===== src/rtl/sobol_gen_pkg.sv =====
// -----------------------------------------------------------------------------
// qmc_pkg
// Shared types and constants for the one-dimensional Sobol point generator.
//   SOBOL_BITS    : width of the Sobol state and of every direction number
//   sobol_dir_t   : one MSB-aligned direction number
//   sobol_state_e : generator FSM states
//   default_dir() : power-on direction number for index k (van der Corput)
// -----------------------------------------------------------------------------
package qmc_pkg;

  localparam int SOBOL_BITS = 32;

  typedef logic [SOBOL_BITS-1:0] sobol_dir_t;

  typedef enum logic [1:0] {
    IDLE,
    RUN,
    DONE
  } sobol_state_e;

  // v_k = 1 << (31-k): with these the generator reproduces the base-2
  // van der Corput sequence, a usable default for any dimension.
  function automatic sobol_dir_t default_dir(input logic [4:0] k);
    return sobol_dir_t'(32'h8000_0000) >> k;
  endfunction

endpackage


===== src/rtl/sobol_gen_if.sv =====
// -----------------------------------------------------------------------------
// sobol_gen_if
// Downstream point stream of the Sobol generator (valid/ready handshake).
//   out_valid : u_out/idx_out carry a point (driven by master)
//   out_ready : consumer accepts the point this cycle (driven by slave)
//   u_out     : point in [0,1), unsigned fixed point, integer bits zero
//   idx_out   : Sobol index n of u_out
// -----------------------------------------------------------------------------
interface sobol_gen_if #(
  parameter int WIDTH = 32,
  parameter int CNT_W = 20
);

  logic             out_valid;
  logic             out_ready;
  logic [WIDTH-1:0] u_out;
  logic [CNT_W-1:0] idx_out;

  modport master (
    output out_valid,
    output u_out,
    output idx_out,
    input  out_ready
  );

  modport slave (
    input  out_valid,
    input  u_out,
    input  idx_out,
    output out_ready
  );

endinterface


===== src/rtl/sobol_gen_ctz.sv =====
// -----------------------------------------------------------------------------
// sobol_ctz
// Combinational trailing-ones encoder: returns the index of the lowest zero bit
// of a 32-bit word.
//   word_i : input word
//   idx_o  : index (0..31) of the lowest zero bit; 0 if the word is all ones
// -----------------------------------------------------------------------------
module sobol_ctz
  import qmc_pkg::*;
(
  input  sobol_dir_t  word_i,
  output logic [4:0]  idx_o
);

  // Scanning from the top down lets the lowest zero bit win as the last write.
  always_comb begin
    idx_o = '0;
    for (int i = SOBOL_BITS - 1; i >= 0; i--) begin
      if (!word_i[i]) begin
        idx_o = 5'(i);
      end
    end
  end

endmodule


===== src/rtl/sobol_gen.sv =====
// -----------------------------------------------------------------------------
// sobol_gen
// One-dimensional Sobol point generator (Antonov-Saleev Gray-code update),
// one point per cycle, stallable by the downstream handshake.
//   clk, rst_n  : clock, synchronous active-low reset
//   start       : begin a run (sampled only in IDLE)
//   num_points  : points to emit this run, latched on start
//   dir_we      : direction-number write strobe (IDLE only)
//   dir_addr    : direction index k
//   dir_data    : direction number v_k, MSB-aligned
//   busy        : high in RUN and DONE
//   done        : one-cycle pulse at end of run
//   out_if      : point stream (out_valid/out_ready/u_out/idx_out)
// Build option SOBOL_SKIP0_EN: runs start at n=1 so the point u=0 is never
// emitted; num_points still counts emitted points.
// -----------------------------------------------------------------------------
module sobol_gen
  import qmc_pkg::*;
#(
  parameter int WIDTH = 32,
  parameter int FRAC  = 16,
  parameter int CNT_W = 20
) (
  input  logic              clk,
  input  logic              rst_n,
  input  logic              start,
  input  logic [CNT_W-1:0]  num_points,
  input  logic              dir_we,
  input  logic [4:0]        dir_addr,
  input  logic [31:0]       dir_data,
  output logic              busy,
  output logic              done,
  sobol_gen_if.master       out_if
);

  sobol_state_e     state_q, state_d;
  sobol_dir_t       x_q, x_d;
  logic [CNT_W-1:0] n_q, n_d;
  logic [CNT_W-1:0] rem_q, rem_d;
  logic             valid_q, valid_d;
  sobol_dir_t       dir_q [SOBOL_BITS];
  sobol_dir_t       dir_d [SOBOL_BITS];

  sobol_dir_t       nWide;
  logic [4:0]       ctzIdx;

  // c = lowest zero bit of the index of the point being retired.
  assign nWide = sobol_dir_t'(n_q);

  sobol_ctz u_ctz (
    .word_i (nWide),
    .idx_o  (ctzIdx)
  );

  // State register; reset also restores the van der Corput directions.
  always_ff @(posedge clk) begin
    if (!rst_n) begin
      state_q <= IDLE;
      x_q     <= '0;
      n_q     <= '0;
      rem_q   <= '0;
      valid_q <= 1'b0;
      for (int k = 0; k < SOBOL_BITS; k++) begin
        dir_q[k] <= default_dir(5'(k));
      end
    end else begin
      state_q <= state_d;
      x_q     <= x_d;
      n_q     <= n_d;
      rem_q   <= rem_d;
      valid_q <= valid_d;
      dir_q   <= dir_d;
    end
  end

  // Next-state logic. Directions are only writable in IDLE so a run always
  // sees one consistent set; a run advances only on an accepted point.
  always_comb begin
    state_d = state_q;
    x_d     = x_q;
    n_d     = n_q;
    rem_d   = rem_q;
    valid_d = valid_q;
    dir_d   = dir_q;

    case (state_q)
      IDLE: begin
        valid_d = 1'b0;
        if (dir_we) begin
          dir_d[dir_addr] = dir_data;
        end
        if (start) begin
          if (num_points == '0) begin
            state_d = DONE;
          end else begin
            state_d = RUN;
            valid_d = 1'b1;
            rem_d   = num_points;
`ifdef SOBOL_SKIP0_EN
            // x_1 = x_0 ^ v[ctz(0)] = v[0]
            x_d     = dir_q[0];
            n_d     = CNT_W'(1);
`else
            x_d     = '0;
            n_d     = '0;
`endif
          end
        end
      end

      RUN: begin
        if (valid_q && out_if.out_ready) begin
          if (rem_q == CNT_W'(1)) begin
            state_d = DONE;
            valid_d = 1'b0;
          end else begin
            x_d     = x_q ^ dir_q[ctzIdx];
            n_d     = n_q + CNT_W'(1);
            rem_d   = rem_q - CNT_W'(1);
          end
        end
      end

      DONE: begin
        state_d = IDLE;
      end

      default: begin
        state_d = IDLE;
        valid_d = 1'b0;
      end
    endcase
  end

  // All outputs are decoded straight from registers.
  assign busy             = (state_q != IDLE);
  assign done             = (state_q == DONE);
  assign out_if.out_valid = valid_q;
  assign out_if.u_out     = WIDTH'(x_q[31 -: FRAC]);
  assign out_if.idx_out   = n_q;

endmodule


===== src/flat_wrapper.sv =====
// flat-port wrapper written by rule: the top's interface ports become plain ports
module sobol_gen_flat import qmc_pkg::*;
#(
  parameter int WIDTH = 32,
  parameter int FRAC  = 16,
  parameter int CNT_W = 20
)
  (clk, rst_n, start, num_points, dir_we, dir_addr, dir_data, busy, done, out_if_out_valid, out_if_u_out, out_if_idx_out, out_if_out_ready);
  sobol_gen_if #(.WIDTH(WIDTH), .CNT_W(CNT_W)) out_if_i ();
  input  logic clk;
  input  logic rst_n;
  input  logic start;
  input  logic [CNT_W-1:0] num_points;
  input  logic dir_we;
  input  logic [4:0] dir_addr;
  input  logic [31:0] dir_data;
  output logic busy;
  output logic done;
  output wire logic [$bits(out_if_i.out_valid)-1:0] out_if_out_valid;
  output wire logic [$bits(out_if_i.u_out)-1:0] out_if_u_out;
  output wire logic [$bits(out_if_i.idx_out)-1:0] out_if_idx_out;
  input wire logic [$bits(out_if_i.out_ready)-1:0] out_if_out_ready;
  assign out_if_out_valid = out_if_i.out_valid;
  assign out_if_u_out = out_if_i.u_out;
  assign out_if_idx_out = out_if_i.idx_out;
  assign out_if_i.out_ready = out_if_out_ready;
  sobol_gen #(.WIDTH(WIDTH), .FRAC(FRAC), .CNT_W(CNT_W)) u_core (.clk(clk), .rst_n(rst_n), .start(start), .num_points(num_points), .dir_we(dir_we), .dir_addr(dir_addr), .dir_data(dir_data), .busy(busy), .done(done), .out_if(out_if_i));
endmodule

===== config.mk =====
export PLATFORM = sky130hd
export DESIGN_NAME = sobol_gen_flat
export DESIGN_NICKNAME = d
export VERILOG_FILES = /design/src/rtl/sobol_gen_pkg.sv /design/src/rtl/sobol_gen_if.sv /design/src/rtl/sobol_gen_ctz.sv /design/src/rtl/sobol_gen.sv /design/src/flat_wrapper.sv
export SDC_FILE = /design/constraint.sdc
export NUM_CORES = 2
export LEC_CHECK = 0
export ABC_AREA = 1
export CAP_MARGIN = 20
export CORE_MARGIN = 3
export CORE_UTILIZATION = 51
export CTS_CLUSTER_DIAMETER = 100
export DETAILED_ROUTE_END_ITERATION = 16
export PLACE_DENSITY = 0.69
export SETUP_SLACK_MARGIN = 0.5
export SYNTH_ARGS = -nofsm -noshare
export SYNTH_HDL_FRONTEND = slang
export SYNTH_HIERARCHICAL = 1
export SYNTH_SLANG_ARGS = --single-unit

===== constraint.sdc =====
create_clock -name clk -period 6.3 [get_ports clk]
set_clock_uncertainty 0.05 [all_clocks]
set_input_delay 1.26 -clock clk [delete_from_list [all_inputs] [get_ports clk]]
set_output_delay 1.26 -clock clk [all_outputs]
set_load 0.02 [all_outputs]

Yosys cells after proc, flatten, opt, wreduce, memory -nomap -nowiden --
Index checks and enable logic that the tools add are counted.
Storage, ports and cells: bits in registers 1099, input port bits 62, output and inout port bits 55, logic and storage cells 115
Cells by class: add/subtract/negate cells 2, $lt $le $gt $ge 3, equality and inequality tests 8, multiplexer cells 51, bitwise gates (word level) 4, reductions and logical operators 10
Operators by type and width (number):
- $bwmux 1024 | 1
- $mux 32 | 7
- $bmux 32 s5 | 1
- $demux 32 s5 | 1
- $mux 20 | 8
- $mux 5 | 19
- $pmux 20 s2 | 2
- $pmux 32 s2 | 1
- $xor 32x32->32 | 1
- $add 20x1->20 const B | 1
- $eq 20x1->1 const B | 1
- $logic_not 20->1 | 1
- $sub 20x1->20 const B | 1
- $ge 6x6->1 const B | 2
- $not 5->6 | 2
- $mux 2 | 4
- $lt 6x1->1 const B | 1
- $ne 2x2->1 const B | 3
- $reduce_and 3->1 | 2
- $reduce_and 5->1 | 1
- $mux 1 | 4
- $ne 2x1->1 const B | 2
- $pmux 2 s2 | 1
- $reduce_bool 2->1 | 2
- other kinds (8) | 9

Longest topological paths before layout --
word-level depth 28, gate-level depth with buffers 45, gate-level depth less buffers 42

Hierarchy --
Netlist, hierarchy kept.
Modules (own cells, without submodules):
- sobol_gen | times used 1, cells each 3947, area each 26758.2 um2
- sobol_ctz | times used 1, cells each 74, area each 327.8 um2

Worst setup path before layout --
OpenSTA, ideal clock, no wires.
path kind flip-flop to flip-flop, from register u_core.n_q[18], in the netlist u_core/out_if.idx_out[18], to register u_core.x_q[25], data arrival time 2.636 ns, path slack 3.501 ns, stages on the path, launching flop included 31, path buffers 3, period minus slack after synthesis 2.799 ns, path through dfxtp_1 -> nand2_1 -> nand2_1 -> nand2_1 -> nand2_1 -> nand2_1 -> nand2_1 -> nand2_1 -> nand2_1 -> nand2_1 -> nand2_1 -> nand2_1 -> nand2_1 -> nand2_1 -> nand2_1 -> nand2_1 -> nand2_1 -> nand2_1 -> a21oi_2 -> buf_2 -> buf_2 -> buf_2 -> nand2_1 -> nand3_1 -> nand3_1 -> nand2_1 -> nand2_1 -> nand3_1 -> nand3_1 -> nor2_1 -> nor2_1
Between the ends: word-level cells in the longest chain between the ends 27
RTL lines:
- from (decl) | RTL line sobol_gen.sv:38 | logic [CNT_W-1:0] n_q, n_d;
- from (signal assigned) | RTL line sobol_gen.sv:69 | n_q <= n_d;
- $mux 5 (19 in a row) | RTL line sobol_gen_ctz.sv:19 | if (!word_i[i]) begin
- net u_core.ctzIdx[0] | RTL line sobol_gen.sv:45 | logic [4:0] ctzIdx;
- $not 5->6 (not written as such) | RTL line sobol_gen.sv:117 | x_d = x_q ^ dir_q[ctzIdx];
- $bmux 32 s5 | RTL line sobol_gen.sv:117
- $mux 32 (not written as such) (2 in a row) | RTL line sobol_gen.sv:117
- $xor 32x32->32 | RTL line sobol_gen.sv:117
- $mux 32 | RTL line sobol_gen.sv:113 | if (rem_q == CNT_W'(1)) begin
- $mux 32 | RTL line sobol_gen.sv:112 | if (valid_q && out_if.out_ready) begin
- $pmux 32 s2 | RTL line sobol_gen.sv:86 | case (state_q)
- to (signal assigned) | RTL line sobol_gen.sv:59 | x_q <= '0;
- to (signal assigned) | RTL line sobol_gen.sv:68 | x_q <= x_d;
- to (decl) | RTL line sobol_gen.sv:37 | sobol_dir_t x_q, x_d;
The timed path passes the listed nets, and every way through them passes these cells. The select of a mux whose other input is x is not followed. A chain may end at the register's enable or synchronous reset.

Worst setup path after layout --
from register u_core.n_q[18], in the netlist u_core/out_if.idx_out[18], to register u_core.x_q[18]
The elaborated chain is that of the path after synthesis.

==> results.tsv <==
stage	metric	value	unit
status	status	complete, no violations	
floorplan	I/O pins	117	
global_routing	grt ovf	0	
floorplan	initial core utilization	52.2	%
placement	RePlAce Congestion	0.875	
worst_setup_path	most frequent CP cell	nand2_1	
timing	Final Max Slew Viols	0	
timing	Max-slew headroom	27.7	%
final_layout	Nets	3964	
floorplan	Die ar.	55900	µm²
clock_tree	setup repair bufs after CTS	0	
timing	Finish-stage setup viols	0	
timing	Hold Violations, Final	0	
worst_setup_path	Top delay family on crit path	simple AND/OR/NAND/NOR gates	
detailed_routing	drt first pass iters	6	
placement	PortBufs	84	
detailed_routing	WL met3	6.06	mm
placement	post-DP HPWL	45.7	mm
timing	fin crit share	71.1	%
clock_tree	CTS root buf	clkbuf_16	
detailed_routing	DR DRC count	0	
floorplan	core area	51900	µm²
clock_tree	clk sink count	571	
synth	Main synth FF type	dfxtp_1	
synth	Seq/Total Area, Yosys	42.2	%
worst_setup_path	Critical Path RT	6.81	ns
clock_tree	CTS tree	built	
timing	fmax	0.223	GHz
timing	Tmin final	4.48	ns
clock_tree	CTS max path bufs	3	
timing	Worst-Margin Slew	1.08	ns
clock_tree	hold_buf cts	0	
final_layout	final core utilization	56.6	%
detailed_routing	Highest Signal Layer	met4	
synth	Yosys warning count	6	
clock_tree	later-pin clock latency in the skew report	0.65	ns
worst_setup_path	worst setup path category	reg2reg	
flow_run	maxcap violations	0	
final_layout	ANT cells	0	
worst_setup_path	Critical Path AT	4.99	ns
global_routing	vias in the first global route	22910	
synth	Syn Inst Count	4021	
power_and_ir_drop	pwr/cell area	279	nW/µm²
detailed_routing	number of vias in the routed layout	25797	
detailed_routing	drt via density	5.57	
worst_setup_path	nature of the critical path startpoint	flip-flop	
worst_hold_path	Hold Crit Class	reg2reg	
floorplan	Site Rows	83	
synth	Synth Area per Inst	6.74	µm²
global_routing	first-pass GRT wire length	128	mm
power_and_ir_drop	Design Power	8.19	mW
worst_setup_path	crit end category	flip-flop	
power_and_ir_drop	maximum VDD drop	0.239	mV
clock_tree	H-tree depth	2	
clock_tree	Clock transition at path regs	0.06	ns
timing	unrepaired setup endpoints after global routing	false	
worst_setup_path	Buf/Inv on CP	1	
synth	number of enable flip-flop cells after synthesis	0	
detailed_routing	Routed WL	81.7	mm
worst_setup_path	max incr delay on CP	0.96	ns
power_and_ir_drop	Pleak	12.1	nW
synth	Post-Syn Area	27100	µm²
clock_tree	Inserted Clock Buffers	59	
timing	TNS Setup	0	ns
clock_tree	CTS resizes	0	
detailed_routing	metal2 WL	36.4	mm
worst_setup_path	crit-path max FO	94	
worst_setup_path	Slowest-stage cell, CP	buf_4	
detailed_routing	DR iter-0 viols	2525	
synth	post-synthesis async set-or-reset flop share	0	%
detailed_routing	number of routed nets with antenna violations	0	
global_routing	largest net degree at the start of global routing	245	
detailed_routing	WL/cell	17.6	µm
final_layout	share of post-route cells with drive strength above 1	5.29	%
floorplan	Die Ht	236	µm
floorplan	die width	236	µm
final_layout	synthesis-to-layout area growth	8.56	%
synth	Synth cell types	43	
synth	Synth Register Bits	571	
global_routing	initial antenna violation count	0	
detailed_routing	Post-Route M1 WL	36.2	mm
global_routing	GRT Resource Usage Total	27.8	%
==> per-stage QoR <==
step / cell area, µm² / hold slack [ns] / setup slack [ns] / instances
2_1_floorplan: 27300 / 0.379 / 3.50 / 4070
3_3_place_gp: 27300 / 0.387 / 1.93 / 4517
3_5_place_dp: 27300 / 0.392 / 1.95 / 4517
4_1_cts: 29400 / 0.408 / 1.93 / 4629
5_1_grt: 29400 / 0.425 / 1.38 / 4630
6_report: 29400 / 0.406 / 1.82 / 4630
==> per-layer routing <==
| metal | vias to the layer above | global-route usage, % |
|---|---|---|
| met2 | 958 | 43.4 |
| met4 | 0 | 10.2 |
| met3 | 142 | 3.41 |
| met5 | - | 0 |
| li1 | 12743 | - |
| met1 | 11954 | 39.6 |
==> worst min-delay path, cell delays in order, from the launching register on <==
cell and delay, ns:
dfxtp_1 0.33, nand2_1 0.05, nand3_1 0.05
==> logic make-up after synthesis <==
group,synth area share (%)
buffers and inverters,8.63
AO/OA/AOI/OAI,13.8
adder cells (fa/ha/maj),0.139
other,0.0138
flip-flops,42.2
multiplexers,0.111
AND/OR/NAND/NOR,34.5
XOR/XNOR,0.582
==> cells in the mapped netlist, types with 2 or more instances <==
cell type | number | area (µm²)
clkbuf_1 | 112 | 420
o21ai_0 | 492 | 2460
a21oi_2 | 2 | 17.5
nor3_2 | 2 | 20.0
nand3_1 | 485 | 2430
inv_2 | 23 | 86.3
buf_2 | 112 | 561
nor2_1 | 786 | 2950
dfxtp_1 | 571 | 11400
buf_4 | 36 | 270
buf_6 | 42 | 473
mux2i_1 | 3 | 30.0
xor2_1 | 11 | 96.3
inv_1 | 86 | 323
nand4_1 | 16 | 100
inv_4 | 2 | 12.5
buf_1 | 41 | 154
nand2_1 | 880 | 3300
a21oi_1 | 200 | 1000
and2_1 | 2 | 12.5
ha_1 | 3 | 37.5
a31oi_1 | 4 | 25.0
nor2_4 | 31 | 349
nor4_1 | 2 | 12.5
o21ai_1 | 32 | 160
nor2_2 | 5 | 31.3
nor3_1 | 11 | 55.1
xnor2_1 | 7 | 61.3
nor3_4 | 2 | 32.5
o211ai_1 | 7 | 52.6
==> layout by cell type, fill, tap and decap left out, types with 5 or more instances in the layout <==
cell type,n
bufinv_16,5
xnor2_1,7
nand4_1,16
inv_1,85
nor2_4,33
xor2_1,11
clkbuf_1,13
o21ai_1,32
dfxtp_1,571
nand2_1,880
o21ai_0,492
nor3_1,11
conb_1,50
inv_2,22
clkbuf_16,59
buf_4,24
clkinv_2,14
clkbuf_8,16
nor2_1,785
a21oi_1,200
nand3_1,485
o211ai_1,7
clkdlybuf4s50_1,79
==> worst paths after layout <==
check,to,start,depth (start not counted),slack (ns)
min reg2reg,u_core/dir_q[924],u_core/dir_q[924],2,0.41
min,u_core/dir_q[924],u_core/dir_q[924],2,0.41
max,u_core/x_q[18],u_core/out_if.idx_out[18],29,1.82
max reg2reg,u_core/x_q[18],u_core/out_if.idx_out[18],29,1.82
==> power by group <==
| part | total, mW | leakage [nW] | switching [mW] | internal, mW |
|---|---|---|---|---|
| Sequential | 3.72 | 4.61 | 0.0448 | 3.67 |
| Combinational | 0.821 | 6.50 | 0.618 | 0.203 |
| Clock | 3.65 | 1.01 | 1.53 | 2.13 |
| Total | 8.19 | 12.1 | 2.19 | 6.00 |
==> final cells by class <==
class	count	area, µm²
Fill cell	5145	22500
Multi-Input combinational cell	3042	13500
Sequential cell	571	11400
Clock buffer	88	1750
Timing Repair Buffer	113	1110
Tap cell	680	851
Inverter	112	435
Clock inverter	24	289
==> flip-flops by register name, indices dropped and copies added, names as in the netlist <==
register and flops:
u_core/dir_q 512, u_core/out_if.out_valid 1, u_core/x_q 16, u_core/out_if.idx_out 20, u_core/rem_q 20, u_core/state_q 2
No activity file was read; power rests on OpenSTA's default activity.
